$ cat src/rtl/vcxo_pkg.sv
// Shared types, widths and saturation helpers for the VCXO discipline loop.
package vcxo_pkg;

    localparam int PWM_W  = 16;
    localparam int ERR_W  = 32;
    localparam int WIDE_W = ERR_W + 2;

    typedef logic [2:0] state_t;

    localparam state_t ST_IDLE    = 3'd0;
    localparam state_t ST_SETTLE  = 3'd1;
    localparam state_t ST_MEASURE = 3'd2;
    localparam state_t ST_COMPUTE = 3'd3;
    localparam state_t ST_APPLY   = 3'd4;

    localparam logic signed [WIDE_W-1:0] ERR_MAX_WIDE =
        {{(WIDE_W-ERR_W+1){1'b0}}, {(ERR_W-1){1'b1}}};
    localparam logic signed [WIDE_W-1:0] ERR_MIN_WIDE =
        {{(WIDE_W-ERR_W+1){1'b1}}, {(ERR_W-1){1'b0}}};

    function automatic logic signed [ERR_W-1:0] sat_err(input logic signed [WIDE_W-1:0] v);
        if (v > ERR_MAX_WIDE) return {1'b0, {(ERR_W-1){1'b1}}};
        if (v < ERR_MIN_WIDE) return {1'b1, {(ERR_W-1){1'b0}}};
        return v[ERR_W-1:0];
    endfunction

    function automatic logic [PWM_W-1:0] clamp_pwm(input logic signed [WIDE_W-1:0] v,
                                                   input logic [PWM_W-1:0]        lo,
                                                   input logic [PWM_W-1:0]        hi);
        if (v < $signed({{(WIDE_W-PWM_W){1'b0}}, lo})) return lo;
        if (v > $signed({{(WIDE_W-PWM_W){1'b0}}, hi})) return hi;
        return v[PWM_W-1:0];
    endfunction

endpackage

$ cat src/rtl/vcxo_step_calc.sv
// Combinational error, two-rate step and clamped next setpoint for one measurement.
module vcxo_step_calc
    import vcxo_pkg::*;
#(
    parameter int NOMINAL_COUNT = 12288000,
    parameter int PWM_MIN       = 2,
    parameter int PWM_MAX       = 39999,
    parameter int TRACK_THRESH  = 64,
    parameter int TRACK_SHIFT   = 2
) (
    input  logic [31:0]              count_i,
    input  logic signed [15:0]       correction_i,
    input  logic [PWM_W-1:0]         pwm_i,
    output logic signed [ERR_W-1:0]  err_o,
    output logic [ERR_W-1:0]         abs_err_o,
    output logic [PWM_W-1:0]         new_pwm_o
);

    localparam logic signed [ERR_W-1:0] PLUS_ONE  = 1;
    localparam logic signed [ERR_W-1:0] MINUS_ONE = -1;
    localparam logic [ERR_W-1:0]        ONE_U     = 1;

    logic signed [WIDE_W-1:0] err_wide;
    logic signed [WIDE_W-1:0] new_wide;
    logic [ERR_W-1:0]         err_u;
    logic signed [ERR_W-1:0]  shifted;
    logic signed [ERR_W-1:0]  step;

    assign err_wide  = $signed({{(WIDE_W-32){1'b0}}, count_i})
                     - WIDE_W'(NOMINAL_COUNT) + WIDE_W'(correction_i);
    assign err_o     = sat_err(err_wide);
    assign err_u     = err_o;
    assign abs_err_o = err_u[ERR_W-1] ? (~err_u + ONE_U) : err_u;
    assign shifted   = err_o >>> TRACK_SHIFT;

    // Fine steps never stall at zero while an error remains.
    always_comb begin
        step = err_o;
        if (abs_err_o < 32'(TRACK_THRESH)) begin
            step = shifted;
            if (shifted == '0 && err_o != '0) begin
                step = err_o[ERR_W-1] ? MINUS_ONE : PLUS_ONE;
            end
        end
    end

    assign new_wide  = $signed({{(WIDE_W-PWM_W){1'b0}}, pwm_i}) - WIDE_W'(step);
    assign new_pwm_o = clamp_pwm(new_wide, PWM_W'(PWM_MIN), PWM_W'(PWM_MAX));

endmodule

$ cat src/rtl/vcxo_loop_sequencer.sv
// VCXO frequency-discipline sequencer: measure, compute, step PWM, track lock.
// Define VCXO_SEQ_TX_PRESET_EN for separate RX/TX setpoint slots.
module vcxo_loop_sequencer
    import vcxo_pkg::*;
#(
    parameter int NOMINAL_COUNT  = 12288000,
    parameter int PWM_INIT       = 20000,
    parameter int PWM_MIN        = 2,
    parameter int PWM_MAX        = 39999,
    parameter int TRACK_THRESH   = 64,
    parameter int TRACK_SHIFT    = 2,
    parameter int LOCK_TOL       = 2,
    parameter int UNLOCK_TOL     = 20,
    parameter int LOCK_COUNT     = 4,
    parameter int SETTLE_CYCLES  = 1024,
    parameter int TIMEOUT_CYCLES = 16777216
) (
    input  logic                     clk_in,
    input  logic                     rst_n_in,
    input  logic                     enable_in,
    input  logic                     tx_in,
    input  logic signed [15:0]       correction_in,
    output logic                     meas_req,
    input  logic                     meas_ack,
    input  logic [31:0]              meas_count,
    output logic [PWM_W-1:0]         pwm,
    output logic                     pwm_load,
    output logic signed [ERR_W-1:0]  freq_error,
    output logic                     locked,
    output logic                     fault,
    output logic [2:0]               state
);

    localparam logic [31:0]      SETTLE_LAST  = 32'(SETTLE_CYCLES - 1);
    localparam logic [31:0]      TIMEOUT_LAST = 32'(TIMEOUT_CYCLES - 1);
    localparam logic [PWM_W-1:0] PWM_RST      = PWM_W'(PWM_INIT);
    localparam logic [3:0]       LOCK_N       = 4'(LOCK_COUNT);
    localparam logic [ERR_W-1:0] LOCK_TOL_U   = ERR_W'(LOCK_TOL);
    localparam logic [ERR_W-1:0] UNLOCK_TOL_U = ERR_W'(UNLOCK_TOL);

    state_t                  state_q, state_d;
    logic [31:0]             cyc_q, cyc_d;
    logic                    meas_req_q, meas_req_d;
    logic [31:0]             count_q, count_d;
    logic signed [ERR_W-1:0] err_q, err_d;
    logic [ERR_W-1:0]        abs_q, abs_d;
    logic [PWM_W-1:0]        new_q, new_d;
    logic [PWM_W-1:0]        pwm_q, pwm_d, pwm_mode;
    logic                    pwm_load_q, pwm_load_d;
    logic signed [ERR_W-1:0] freq_error_q, freq_error_d;
    logic                    locked_q, locked_d;
    logic                    fault_q, fault_d;
    logic [3:0]              lock_cnt_q, lock_cnt_d;
    logic                    mode_q, mode_d;
    logic                    tx_change, switch_mode;

    logic signed [ERR_W-1:0] calc_err;
    logic [ERR_W-1:0]        calc_abs;
    logic [PWM_W-1:0]        calc_new;

    vcxo_step_calc #(
        .NOMINAL_COUNT (NOMINAL_COUNT),
        .PWM_MIN       (PWM_MIN),
        .PWM_MAX       (PWM_MAX),
        .TRACK_THRESH  (TRACK_THRESH),
        .TRACK_SHIFT   (TRACK_SHIFT)
    ) u_step_calc (
        .count_i      (count_q),
        .correction_i (correction_in),
        .pwm_i        (pwm_q),
        .err_o        (calc_err),
        .abs_err_o    (calc_abs),
        .new_pwm_o    (calc_new)
    );

`ifdef VCXO_SEQ_TX_PRESET_EN
    logic [PWM_W-1:0] slot_q [2];

    // The active mode's slot always mirrors the live setpoint.
    for (genvar gi = 0; gi < 2; gi++) begin : g_slot
        always_ff @(posedge clk_in) begin
            if (!rst_n_in) begin
                slot_q[gi] <= PWM_RST;
            end else if (mode_q == 1'(gi)) begin
                slot_q[gi] <= pwm_mode;
            end
        end
    end
`endif

    assign tx_change = (tx_in != mode_q);

    always_comb begin
        state_d      = state_q;
        cyc_d        = cyc_q + 32'd1;
        meas_req_d   = meas_req_q;
        count_d      = count_q;
        err_d        = err_q;
        abs_d        = abs_q;
        new_d        = new_q;
        pwm_mode     = pwm_q;
        pwm_load_d   = 1'b0;
        freq_error_d = freq_error_q;
        locked_d     = locked_q;
        fault_d      = fault_q;
        lock_cnt_d   = lock_cnt_q;
        switch_mode  = 1'b0;

        if (!enable_in) begin
            state_d    = ST_IDLE;
            cyc_d      = '0;
            meas_req_d = 1'b0;
            locked_d   = 1'b0;
            lock_cnt_d = '0;
        end else begin
            case (state_q)
                ST_IDLE: begin
                    state_d     = ST_SETTLE;
                    cyc_d       = '0;
                    switch_mode = tx_change;
                end
                ST_SETTLE: begin
                    if (tx_change) begin
                        switch_mode = 1'b1;
                        cyc_d       = '0;
                    end else if (cyc_q == SETTLE_LAST) begin
                        state_d = ST_MEASURE;
                        cyc_d   = '0;
                    end
                end
                ST_MEASURE: begin
                    // Mode change beats ack; ack beats timeout.
                    if (tx_change) begin
                        switch_mode = 1'b1;
                        meas_req_d  = 1'b0;
                        state_d     = ST_SETTLE;
                        cyc_d       = '0;
                    end else if (!meas_req_q) begin
                        meas_req_d = 1'b1;
                        cyc_d      = '0;
                    end else if (meas_ack) begin
                        count_d    = meas_count;
                        meas_req_d = 1'b0;
                        state_d    = ST_COMPUTE;
                    end else if (cyc_q == TIMEOUT_LAST) begin
                        fault_d    = 1'b1;
                        locked_d   = 1'b0;
                        lock_cnt_d = '0;
                        meas_req_d = 1'b0;
                        state_d    = ST_SETTLE;
                        cyc_d      = '0;
                    end
                end
                ST_COMPUTE: begin
                    err_d   = calc_err;
                    abs_d   = calc_abs;
                    new_d   = calc_new;
                    state_d = ST_APPLY;
                end
                ST_APPLY: begin
                    pwm_mode     = new_q;
                    pwm_load_d   = (new_q != pwm_q);
                    freq_error_d = err_q;
                    fault_d      = 1'b0;
                    if (abs_q <= LOCK_TOL_U) begin
                        if (lock_cnt_q != LOCK_N) lock_cnt_d = lock_cnt_q + 4'd1;
                    end else begin
                        lock_cnt_d = '0;
                    end
                    if (lock_cnt_d == LOCK_N) begin
                        locked_d = 1'b1;
                    end else if (abs_q > UNLOCK_TOL_U) begin
                        locked_d = 1'b0;
                    end
                    state_d = ST_MEASURE;
                    cyc_d   = '0;
                    if (tx_change) begin
                        switch_mode = 1'b1;
                        state_d     = ST_SETTLE;
                    end
                end
                default: begin
                    state_d    = ST_IDLE;
                    meas_req_d = 1'b0;
                end
            endcase
        end

        mode_d = switch_mode ? tx_in : mode_q;
        pwm_d  = pwm_mode;
        if (switch_mode) lock_cnt_d = '0;
`ifdef VCXO_SEQ_TX_PRESET_EN
        if (switch_mode) begin
            pwm_d      = slot_q[tx_in];
            pwm_load_d = 1'b1;
        end
`endif
    end

    always_ff @(posedge clk_in) begin
        if (!rst_n_in) begin
            state_q      <= ST_IDLE;
            cyc_q        <= '0;
            meas_req_q   <= 1'b0;
            count_q      <= '0;
            err_q        <= '0;
            abs_q        <= '0;
            new_q        <= PWM_RST;
            pwm_q        <= PWM_RST;
            pwm_load_q   <= 1'b0;
            freq_error_q <= '0;
            locked_q     <= 1'b0;
            fault_q      <= 1'b0;
            lock_cnt_q   <= '0;
            mode_q       <= 1'b0;
        end else begin
            state_q      <= state_d;
            cyc_q        <= cyc_d;
            meas_req_q   <= meas_req_d;
            count_q      <= count_d;
            err_q        <= err_d;
            abs_q        <= abs_d;
            new_q        <= new_d;
            pwm_q        <= pwm_d;
            pwm_load_q   <= pwm_load_d;
            freq_error_q <= freq_error_d;
            locked_q     <= locked_d;
            fault_q      <= fault_d;
            lock_cnt_q   <= lock_cnt_d;
            mode_q       <= mode_d;
        end
    end

    assign meas_req   = meas_req_q;
    assign pwm        = pwm_q;
    assign pwm_load   = pwm_load_q;
    assign freq_error = freq_error_q;
    assign locked     = locked_q;
    assign fault      = fault_q;
    assign state      = state_q;

endmodule

$ cat config.mk
export PLATFORM = sky130hd
export DESIGN_NAME = vcxo_loop_sequencer
export DESIGN_NICKNAME = d
export VERILOG_FILES = /design/src/rtl/vcxo_pkg.sv /design/src/rtl/vcxo_step_calc.sv /design/src/rtl/vcxo_loop_sequencer.sv
export SDC_FILE = /design/constraint.sdc
export NUM_CORES = 1
export LEC_CHECK = 0
export ABC_AREA = 1
export CAP_MARGIN = 30
export CELL_PAD_IN_SITES_DETAIL_PLACEMENT = 0
export CELL_PAD_IN_SITES_GLOBAL_PLACEMENT = 1
export CORE_ASPECT_RATIO = 0.75
export CORE_MARGIN = 3
export CORE_UTILIZATION = 35
export DETAILED_ROUTE_END_ITERATION = 8
export PLACE_DENSITY_LB_ADDON = 0.1
export SYNTH_ARGS = -nofsm -noshare
export SYNTH_HDL_FRONTEND = slang
export SYNTH_HIERARCHICAL = 1
export SYNTH_SLANG_ARGS = --single-unit
$ cat constraint.sdc
create_clock -name clk_in -period 22.8 [get_ports clk_in]
set_input_delay 3.42 -clock clk_in [delete_from_list [all_inputs] [get_ports clk_in]]
set_output_delay 3.42 -clock clk_in [all_outputs]
set_load 0.03 [all_outputs]
### Yosys cells after proc, flatten, opt, wreduce, memory -nomap -nowiden

Cells that the tools add are included.

* flip-flop bits (word level): 204
* input bits: 53
* logic and storage cells: 130

* add/subtract/negate cells: 6
* order comparisons: 7
* eq/ne operators: 19
* muxes and demuxes: 62
* bitwise gates (word level): 4
* reduce and logical (&&, ||, !) cells: 18

Operators with widths (count)
* 32-bit 2-to-1 mux: 14
* 32-bit one-hot mux with 3 select lines: 1
* 32-bit by 1-bit adder with 32-bit output (second input constant): 2
* 16-bit 2-to-1 mux: 4
* 33-bit by 16-bit adder with 34-bit output: 1
* 34-bit by 17-bit greater-than comparator with 1-bit output (second input constant): 1
* 34-bit by 32-bit greater-than comparator with 1-bit output (second input constant): 1
* 34-bit by 3-bit less-than comparator with 1-bit output (second input constant): 1
* 34-bit by 32-bit less-than comparator with 1-bit output (second input constant): 1
* 17-bit by 32-bit subtractor with 33-bit output: 1
* 32-bit by 24-bit subtractor with 33-bit output (second input constant): 1
* 32-bit by 10-bit equality test with 1-bit output (second input constant): 1
* 32-bit by 24-bit equality test with 1-bit output (second input constant): 1
* 32-bit by 5-bit greater-than comparator with 1-bit output (second input constant): 1
* 32-bit by 2-bit <= comparator with 1-bit output (second input constant): 1
* 32-bit zero test: 1
* 32-bit by 7-bit less-than comparator with 1-bit output (second input constant): 1
* 4-bit 2-to-1 mux: 8
* 32-bit NOT: 1
* 32-bit nonzero test: 1
* 1-bit 2-to-1 mux: 22
* 3-bit 2-to-1 mux: 6
* 16-bit != test: 1
* 3-bit one-hot mux with 5 select lines: 1
* other kinds (25): 42

### Depth between registers and ports, before layout

Gate-level depths: netlist (run 1).

* word-level depth: 18
* mapped depth: 72

### Cells and area by module

The synthesis (run 1) kept the hierarchy.

By module, submodules not included
* vcxo_loop_sequencer: times used 1, cells each 1182, area an instance 8516.9 um^2, sequential area each 4083.9 um^2
* vcxo_step_calc: times used 1, cells each 1098, area an instance 5835.6 um^2, sequential area each 0.0 um^2

### Worst setup path before layout (run 1)

OpenSTA, ideal clock, no wires.

* path kind: input to register
* start point: input correction_in[0]
* end point: register new_q[11]
* arrival time: 9.920 ns
* required time: 22.673 ns
* path slack: 12.753 ns
* cell stages on the path: 57
* buffers on the path: 4
* cell sequence: ha_1 fa_1 nand2_1 nand2_1 nand3_1 nand2_1 nand2_1 nand2_1 nand2_1 nand2_1 nand2_1 nand4_2 nand2_8 buf_8 buf_6 buf_6 inv_1 o21ai_0 (+21 left out) o21ai_0 a21oi_1 o21ai_0 a21oi_1 nor2_1 nand2_1 inv_2 nand2_2 nor2_4 nand2_1 nand2_1 inv_1 nor2_1 nand2_2 nand2_2 a21oi_1 a21oi_1 o21ai_0

* longest elaborated chain between the ends: 17
* elaborated cells on any way between the ends: 28
* those cells by class: add/sub (3); order compare (5); mux (16); bitwise (1); reduce/logical (3)

Ends and longest elaborated chain
* start: declaration: RTL line vcxo_loop_sequencer.sv:22 `input logic signed [15:0] correction_in,`
* 33-bit by 16-bit adder with 34-bit output *: RTL line vcxo_step_calc.sv:30 `- WIDE_W'(NOMINAL_COUNT) + WIDE_W'(correction_i);`
* 34-bit by 32-bit less-than comparator with 1-bit output: RTL line vcxo_pkg.sv:23 `if (v < ERR_MIN_WIDE) return {1'b1, {(ERR_W-1){1'b0}}};`
* 1-bit 2-to-1 mux (2 in a row): RTL line vcxo_pkg.sv:23
* 32-bit 2-to-1 mux: RTL line vcxo_pkg.sv:24 `return v[ERR_W-1:0];`
* 32-bit 2-to-1 mux *: RTL line vcxo_pkg.sv:23
* 32-bit NOT: RTL line vcxo_step_calc.sv:33 `assign abs_err_o = err_u[ERR_W-1] ? (~err_u + ONE_U) : err_u;`
* 32-bit by 1-bit adder with 32-bit output: RTL line vcxo_step_calc.sv:33
* 32-bit 2-to-1 mux: RTL line vcxo_step_calc.sv:33
* 32-bit by 7-bit less-than comparator with 1-bit output: RTL line vcxo_step_calc.sv:39 `if (abs_err_o < 32'(TRACK_THRESH)) begin`
* 32-bit 2-to-1 mux *: RTL line vcxo_step_calc.sv:39
* 17-bit by 32-bit subtractor with 33-bit output *: RTL line vcxo_step_calc.sv:47 `assign new_wide = $signed({{(WIDE_W-PWM_W){1'b0}}, pwm_i}) - WIDE_W'(step);`
* 34-bit by 17-bit greater-than comparator with 1-bit output: RTL line vcxo_pkg.sv:31 `if (v > $signed({{(WIDE_W-PWM_W){1'b0}}, hi})) return hi;`
* 1-bit 2-to-1 mux (2 in a row): RTL line vcxo_pkg.sv:31
* 16-bit 2-to-1 mux: RTL line vcxo_pkg.sv:32 `return v[PWM_W-1:0];`
* 16-bit 2-to-1 mux *: RTL line vcxo_pkg.sv:31
* net calc_new[11]: RTL line vcxo_loop_sequencer.sv:59 `logic [PWM_W-1:0] calc_new;`
* end signal: assignment: RTL line vcxo_loop_sequencer.sv:223 `new_q <= new_d;`
* end: declaration: RTL line vcxo_loop_sequencer.sv:47 `logic [PWM_W-1:0] new_q, new_d;`

The timed path passes the listed nets; every way through them passes the cells marked *. The select of a mux whose other input is x is not followed.
A chain may end at the register's enable or synchronous reset.

### Final worst setup path (run 1)

* start point: input correction_in[15]
* end point: register new_q[8]

* longest elaborated chain between the ends: 17
* elaborated cells on any way between the ends: 28
* those cells by class: add/sub (3); order compare (5); mux (16); bitwise (1); reduce/logical (3)

Ends and longest elaborated chain
* 33-bit by 16-bit adder with 34-bit output *: RTL line vcxo_step_calc.sv:30
* 34-bit by 32-bit less-than comparator with 1-bit output: RTL line vcxo_pkg.sv:23
* 1-bit 2-to-1 mux (2 in a row): RTL line vcxo_pkg.sv:23
* 32-bit 2-to-1 mux: RTL line vcxo_pkg.sv:24
* 32-bit 2-to-1 mux *: RTL line vcxo_pkg.sv:23
* net calc_err[31]: RTL line vcxo_loop_sequencer.sv:57 `logic signed [ERR_W-1:0] calc_err;`
* 32-bit NOT: RTL line vcxo_step_calc.sv:33
* 32-bit by 1-bit adder with 32-bit output: RTL line vcxo_step_calc.sv:33
* 32-bit 2-to-1 mux: RTL line vcxo_step_calc.sv:33
* 32-bit by 7-bit less-than comparator with 1-bit output: RTL line vcxo_step_calc.sv:39
* 32-bit 2-to-1 mux *: RTL line vcxo_step_calc.sv:39
* 17-bit by 32-bit subtractor with 33-bit output *: RTL line vcxo_step_calc.sv:47
* 34-bit by 17-bit greater-than comparator with 1-bit output: RTL line vcxo_pkg.sv:31
* 1-bit 2-to-1 mux (2 in a row): RTL line vcxo_pkg.sv:31
* 16-bit 2-to-1 mux: RTL line vcxo_pkg.sv:32
* 16-bit 2-to-1 mux *: RTL line vcxo_pkg.sv:31
* net calc_new[8]: RTL line vcxo_loop_sequencer.sv:59

Marks and branches as above.

==> metrics.md, run 1 <==
| Metric | Value |
|---|---|
| Worst VDD drop | 0.0000321 V |
| Final GP Congestion | 0.966 |
| Avg Inst Size Synth | 6.29 um2 |
| Hold WC Path Type | reg2reg |
| Setup Fix Bufs, Post-CTS | 0 |
| WL/cell | 16.6 um |
| Hold buffer count at cts | 0 |
| Root Driver | clkbuf_16 |
| Multi-input gate area | 8790 um2 |
| Top_reg_cell synth | dfxtp_1 |
| Placed Cells | 2,846 |
| Critical Path Slowest Stage Cell | clkdlybuf4s50_1 |
| CP required | 23,260 ps |
| Type of the worst setup path | in2reg |
| FF-to-FF path depth | 66 |
| DIE HEIGHT | 181 um |
| Worst reg2reg path endpoint | new_q[8] |
| Initial Utilization | 0.359 |
| Iter 0 DRT Violations | 1,049 |
| TritonRoute pass-1 iters | 7 |
| PwrDens | 58.0 nW/um2 |
| Clk Latency, worst-skew pair | 530 ps |
| Cts repair resizes | 0 |
| P&R area growth vs syn | 15.2% |
| DP Worst Slack | 9510 ps |
| Setup_tns | 0 ps |
| Reg power frac | 0.375 |
| Post-DRT Antenna Nets | 0 |
| Worst-path clk slew | 60 ps |
| Post-Synthesis Cell Area | 14,400 um2 |
| Fillers | 4,311 |
| Post-Synthesis Cells | 2,280 |
| Top cell type's share of synthesized area | 0.285 |
| Initial antenna violation count | 0 |
| Final setup margin | 9900 ps |
| Cell Rows | 63 |
| Final worst path period need | 12,900 ps |
| Global-route wire length before repair | 76,400 um |
| Pleak | 7.64 nW |
| Maximum clock rate | 77.5 MHz |
| WL final | 48,100 um |
| Die width | 240 um |
| Async set or reset register ratio after synthesis | 0 |
| #FFs+latches synth | 204 |
| Max-cap violation count | 0 |
| Total gr overflow | 0 |
| Most common cell in the netlist | nand2_1 |
| Library cells used by synthesis | 56 |
| Largest net degree at the start of global routing | 106 |
| DP HPWL | 38,100 um |
| Cell-internal power | 0.655 mW |
| RSZ-0062 raised after global routing | false |
| CP Max Fanout | 53 |
| Hold path cells | 2 |
| Worst-margin pin slew | 972 ps |
| Net Sw Frac | 0.317 |
| Startpoint types | input port |
| Status | finished, final reports clean |
| Slew Viols, Final | 0 |
| CP peak stage delay | 850 ps |
| DRC viols | 0 |
| CP endpoint kind | register |
| Sw Pwr | 0.304 mW |
| Clock buffer depth | 3 |
| Io pins | 108 |
| Commonest cells in the netlist | 481 x nand2_1, 432 x nor2_1, 264 x inv_1, 204 x dfxtp_1, 185 x o21ai_0 |
| Clk pwr share | 0.410 |
| EDFF count, synth | 0 |
| Mapped Nets | 2,389 |
| CTS tree | done |
| Final net count | 2,460 |
| Tcrit/Tclk final | 0.566 |
| CTS buffer count | 23 |
| Reg2Reg Setup Slack | 11,760 ps |
| Power share of the combinational group | 0.216 |
| Core Area | 40,000 um2 |
| Arrival time worst endpoint | 13,350 ps |
| IO buf count | 107 |
| Vias | 14,212 |
| Critical Path Most Common Cell | nand2_1 |
| Max_slew headroom | 0.352 |
| Dominant cells by area after synthesis | dfxtp_1 28%, nand2_1 13%, nor2_1 11% |
| H-tree depth | 1 |
| Vias in the first global route | 13,511 |
| Seq. cell area | 4080 um2 |
| Hold Vio Cnt, Final | 0 |
| Yosys top cell by area | dfxtp_1 |
| HP Start | abs_q[5] |
| Reg2reg start | count_q[15] |
| Antenna Cells | 0 |
| Synth warnings | 6 |
| Non-Filler Instances | 2,887 |
| Final setup violating endpoints | 0 |
| Seq/Total Area, Yosys | 0.285 |
| Die area | 43,500 um2 |
| Setup Skew | 18.3 ps |
| Post-DR vias/cell | 4.92 |
| Clock sinks | 204 |
| Hold endpoint | abs_q[5] |
| Gr usage total | 0.221 |
| Layout cell share with drive strength beyond 1 | 0.0849 |
-- cell type report --
cell class,count,area share
tap,520,0.0393
inverter,295,0.0671
clock inverter,11,0.00840
clock buffer,30,0.0394
timing repair buffer,112,0.0669
sequential,204,0.247
multi-input combinational,1715,0.532
-- power groups by stage --
stage / combinational [mW] / sequential (mW) / clock, mW
finish: 0.207 / 0.359 / 0.393
global route: 0.230 / 0.359 / 0.419
CTS: 0.205 / 0.359 / 0.405
detailed placement: 0.204 / 0.367 / 0
global placement: 0.206 / 0.367 / 0
floorplan: 0.142 / 0.367 / 0
-- stage by stage --
stage	area (um2)	hold slack [ps]	total power, mW	util
after floorplan	14400	429	0.510	-
after global placement	15700	443	0.573	0.394
after detailed placement	15700	452	0.571	0.394
after CTS	16500	462	0.969	0.414
after global routing	16500	487	1.01	0.414
final	16500	460	0.959	0.414
-- registers in the layout (all words and copies together) (netlist names), 3 cells and up --
signal	cells
state	3
abs_q	32
lock_cnt_q	4
freq_error	32
err_q	32
count_q	32
pwm	16
new_q	16
cyc_q	32
-- logic make-up after synthesis --
logic type,count (synthesis),synth area share
fa+ha+maj,56,0.0499
simple gates,1222,0.379
xor+xnor,95,0.0585
buf+inv,361,0.103
flops,204,0.285
compound gates,342,0.125
-- worst max path at each step --
stage,startpoint,end,cells past startpoint
floorplan,correction_in[0],new_q[11],57
global placement,correction_in[15],new_q[8],57
detailed placement,correction_in[15],new_q[8],57
CTS,correction_in[15],new_q[8],57
global route,correction_in[15],new_q[2],56
finish,correction_in[15],new_q[8],57
-- critical path, delay by kind of cell --
kind	cells	cell delay, ps
and+or+nand+nor	35	4740
buffers and inverters	9	1450
AOI/OAI and AO/OA	9	2230
adders and majority gates	4	1460
-- cell usage in the layout (no fill, tap or decap), drive strengths merged --
master,instances
nand3b,4
clkinvlp,2
ha,54
or2,7
and3,1
o221ai,2
bufinv,3
fa,2
nor4,9
inv,294
clkinv,7
nor4b,1
nor2,472
o211ai,2
xnor2,24
or3b,1
a31oi,1
nand3,123
a21oi,121
a21o,2
nor3,24
o31ai,1
o21bai,10
or3,1
xor2,71
clkdlybuf4s50,106
buf,6
o21a,2
o22ai,1
a21boi,3
nor3b,1
dfxtp,204
and2,4
nand4,41
clkbuf,30
nand2,533
o21ai,197
-- per-layer routing --
| metal | track usage | part of all wire | wire (um) |
|---|---|---|---|
| met1 | 0.357 | 0.55 | 26600 |
| met2 | 0.303 | 0.38 | 18100 |
| met3 | 0.0377 | 0.056 | 2690 |
| met4 | 0.0360 | 0.014 | 677 |
| met5 | 0 | 0 | 0 |
Power figures use the tool's default switching activity.
==> run 2, diff against run 1 <==
Clock period 22.8 ns to 11.35 ns, I/O delays scaled along.
==> run 2 against run 1 <==
Compared with the run above:
- design area is essentially flat
- clock skew grew 5.6 ps
- clock power grew 87%
- critical endpoint is now new_q[12]
- largest cell class unchanged
- largest power group unchanged
- highest routed layer unchanged
==> metrics.md, run 2 (same netlist as run 1, synthesis figures left out) <==
| Metric | Value |
|---|---|
| Iter 0 DRT Violations | 1,111 (was 1,049) |
| Startpoint types | register (was input port) |
| Slew Viols, Final | 0 (unchanged) |
| Clk Latency, worst-skew pair | 540 ps (was 530 ps) |
| Final worst path period need | 9940 ps |
| H-tree depth | 1 (unchanged) |
| Initial Utilization | 0.359 (unchanged) |
| Die area | 43,500 um2 (unchanged) |
| Max_slew headroom | 0.418 (was 0.352) |
| WL final | 48,100 um (about the same) |
| Gr usage total | 0.221 (about the same) |
| Antenna Cells | 0 (unchanged) |
| Tcrit/Tclk final | 0.876 |
| Initial antenna violation count | 0 (unchanged) |
| Hold Vio Cnt, Final | 0 (unchanged) |
| TritonRoute pass-1 iters | 5 (was 7) |
| RSZ-0062 raised after global routing | false (unchanged) |
| Vias in the first global route | 13,411 (was 13,511) |
| Final setup violating endpoints | 0 (unchanged) |
| Setup_tns | 0 ps (unchanged) |
| Metal1 wirelength | 26,700 um (was 26,600 um) |
| Worst-margin pin slew | 872 ps (was 972 ps) |
| CP Max Fanout | 33 (was 53) |
| Worst-path clk slew | 60 ps (about the same) |
| Status | finished, final reports clean (unchanged) |
| Design area | 16,500 um2 (about the same) |
| Critical Path Slowest Stage Cell | a21oi_1 (was clkdlybuf4s50_1) |
| CP endpoint kind | register (unchanged) |
| FF-to-FF path depth | 65 (was 66) |
| Post-DR vias/cell | 4.88 (was 4.92) |
| PwrDens | 113 nW/um2 (was 58.0 nW/um2) |
| Arrival time worst endpoint | 10,330 ps (was 13,350 ps) |
| Total gr overflow | 0 (unchanged) |
| IO buf count | 107 (unchanged) |
| Post-DRT Antenna Nets | 0 (unchanged) |
| DP HPWL | 38,200 um (was 38,100 um) |
| Max-cap violation count | 0 (unchanged) |
| WL/cell | 16.6 um (about the same) |
| CP required | 11,740 ps (was 23,260 ps) |
| Cell Rows | 63 (unchanged) |
| Final GP Congestion | 0.978 (was 0.966) |
| Finished Core Util | 0.413 (was 0.414) |
| Core Area | 40,000 um2 (unchanged) |
| Global-route wire length before repair | 76,700 um (was 76,400 um) |
| Layout cell share with drive strength beyond 1 | 0.0856 (was 0.0849) |
| WL met3 | 2620 um (was 2690 um) |
| Hold WC Path Type | reg2reg (unchanged) |
| Worst VDD drop | 0.0000680 V (was 0.0000321 V) |
| Setup Skew | 23.9 ps (was 18.3 ps) |
| CTS buffer count | 23 (unchanged) |
| Top layer in use | met4 (unchanged) |
| Pleak | 7.65 nW (was 7.64 nW) |
| Root Driver | clkbuf_16 (unchanged) |
| Die width | 240 um (unchanged) |
| Placed inst area | 15,800 um2 (was 15,700 um2) |
| Hold path cells | 2 (unchanged) |
| Fillers | 4,313 (was 4,311) |
| Type of the worst setup path | reg2reg (was in2reg) |
| Clock buffer depth | 3 (unchanged) |
| CTS tree | done (unchanged) |
| Most frequent cells in the layout | 481 x nand2_1, 432 x nor2_1, 263 x inv_1 (unchanged) |
| Met2 routed WL | 18,000 um (was 18,100 um) |
| Final net count | 2,467 (was 2,460) |
| DRC viols | 0 (unchanged) |
| Overall power | 1.87 mW (was 0.959 mW) |
| Vias | 14,107 (was 14,212) |
| Maximum clock rate | 101 MHz |
| CP peak stage delay | 410 ps (was 850 ps) |
| DIE HEIGHT | 181 um (unchanged) |
| Critical Path Most Common Cell | nand2_1 (unchanged) |
| P&R area growth vs syn | 15.1% (was 15.2%) |
| Io pins | 108 (unchanged) |
| Clock sinks | 204 (unchanged) |
| Largest net degree at the start of global routing | 97 (was 106) |
| Commonest non-fill, non-tap cell in the layout | nand2_1 (unchanged) |
run 2: power breakdown:
group | switching (mW) | internal, mW | total [mW] | leakage [nW]
Sequential | 0.00259 | 0.719 | 0.722 | 1.64
Combinational | 0.289 | 0.126 | 0.415 | 5.65
Clock | 0.310 | 0.426 | 0.736 | 0.355
Total | 0.602 | 1.27 | 1.87 | 7.65
run 2: final cells by class:
cell class	instances	area (um2)	area share
multi-input combinational	1715	8790	0.532
tap	520	651	0.0394
clock buffer	33	663	0.0401
inverter	295	1110	0.0672
timing repair buffer	119	1160	0.0703
sequential	204	4080	0.247
clock inverter	6	57.6	0.00348
run 2: path summary, 6_finish.rpt:
check              start   endpoint  slack, ps
min reg2reg     abs_q[5]   abs_q[5]        460
max reg2reg  count_q[15]  new_q[12]       1410
min             abs_q[5]   abs_q[5]        460
max          count_q[15]  new_q[12]       1410
run 2: what timing repair did:
item / in CTS / in global routing
gates resized for setup: 0 / 2
endpoints found under the setup margin: 0 / 11
buffers inserted: 0 / 0
hold buffers: 0 / 0
run 2: layer usage:
layer  vias up  track usage
met4         0       0.0341
met1      6391        0.357
li1       7379            -
met3        44       0.0395
met5         -            0
met2       293        0.305
run 2: worst max-delay path: cells and delay by family, from the launching register on:
family | cells | cell delay, ps
DFF | 1 | 390
xor gates and xnor gates | 1 | 140
AOI/OAI and AO/OA | 15 | 2880
adders and majority gates | 5 | 1370
buffers and inverters | 9 | 590
and+or+nand+nor | 35 | 4380
run 2: metrics by stage:
step                      std cells  hold WS (ps)  setup slack, ps
after floorplan                2280           429             3020
after global placement         2853           446              669
after detailed placement       2853           453              580
after CTS                      2892           461             1130
after global routing           2892           474              170
final                          2892           458             1410
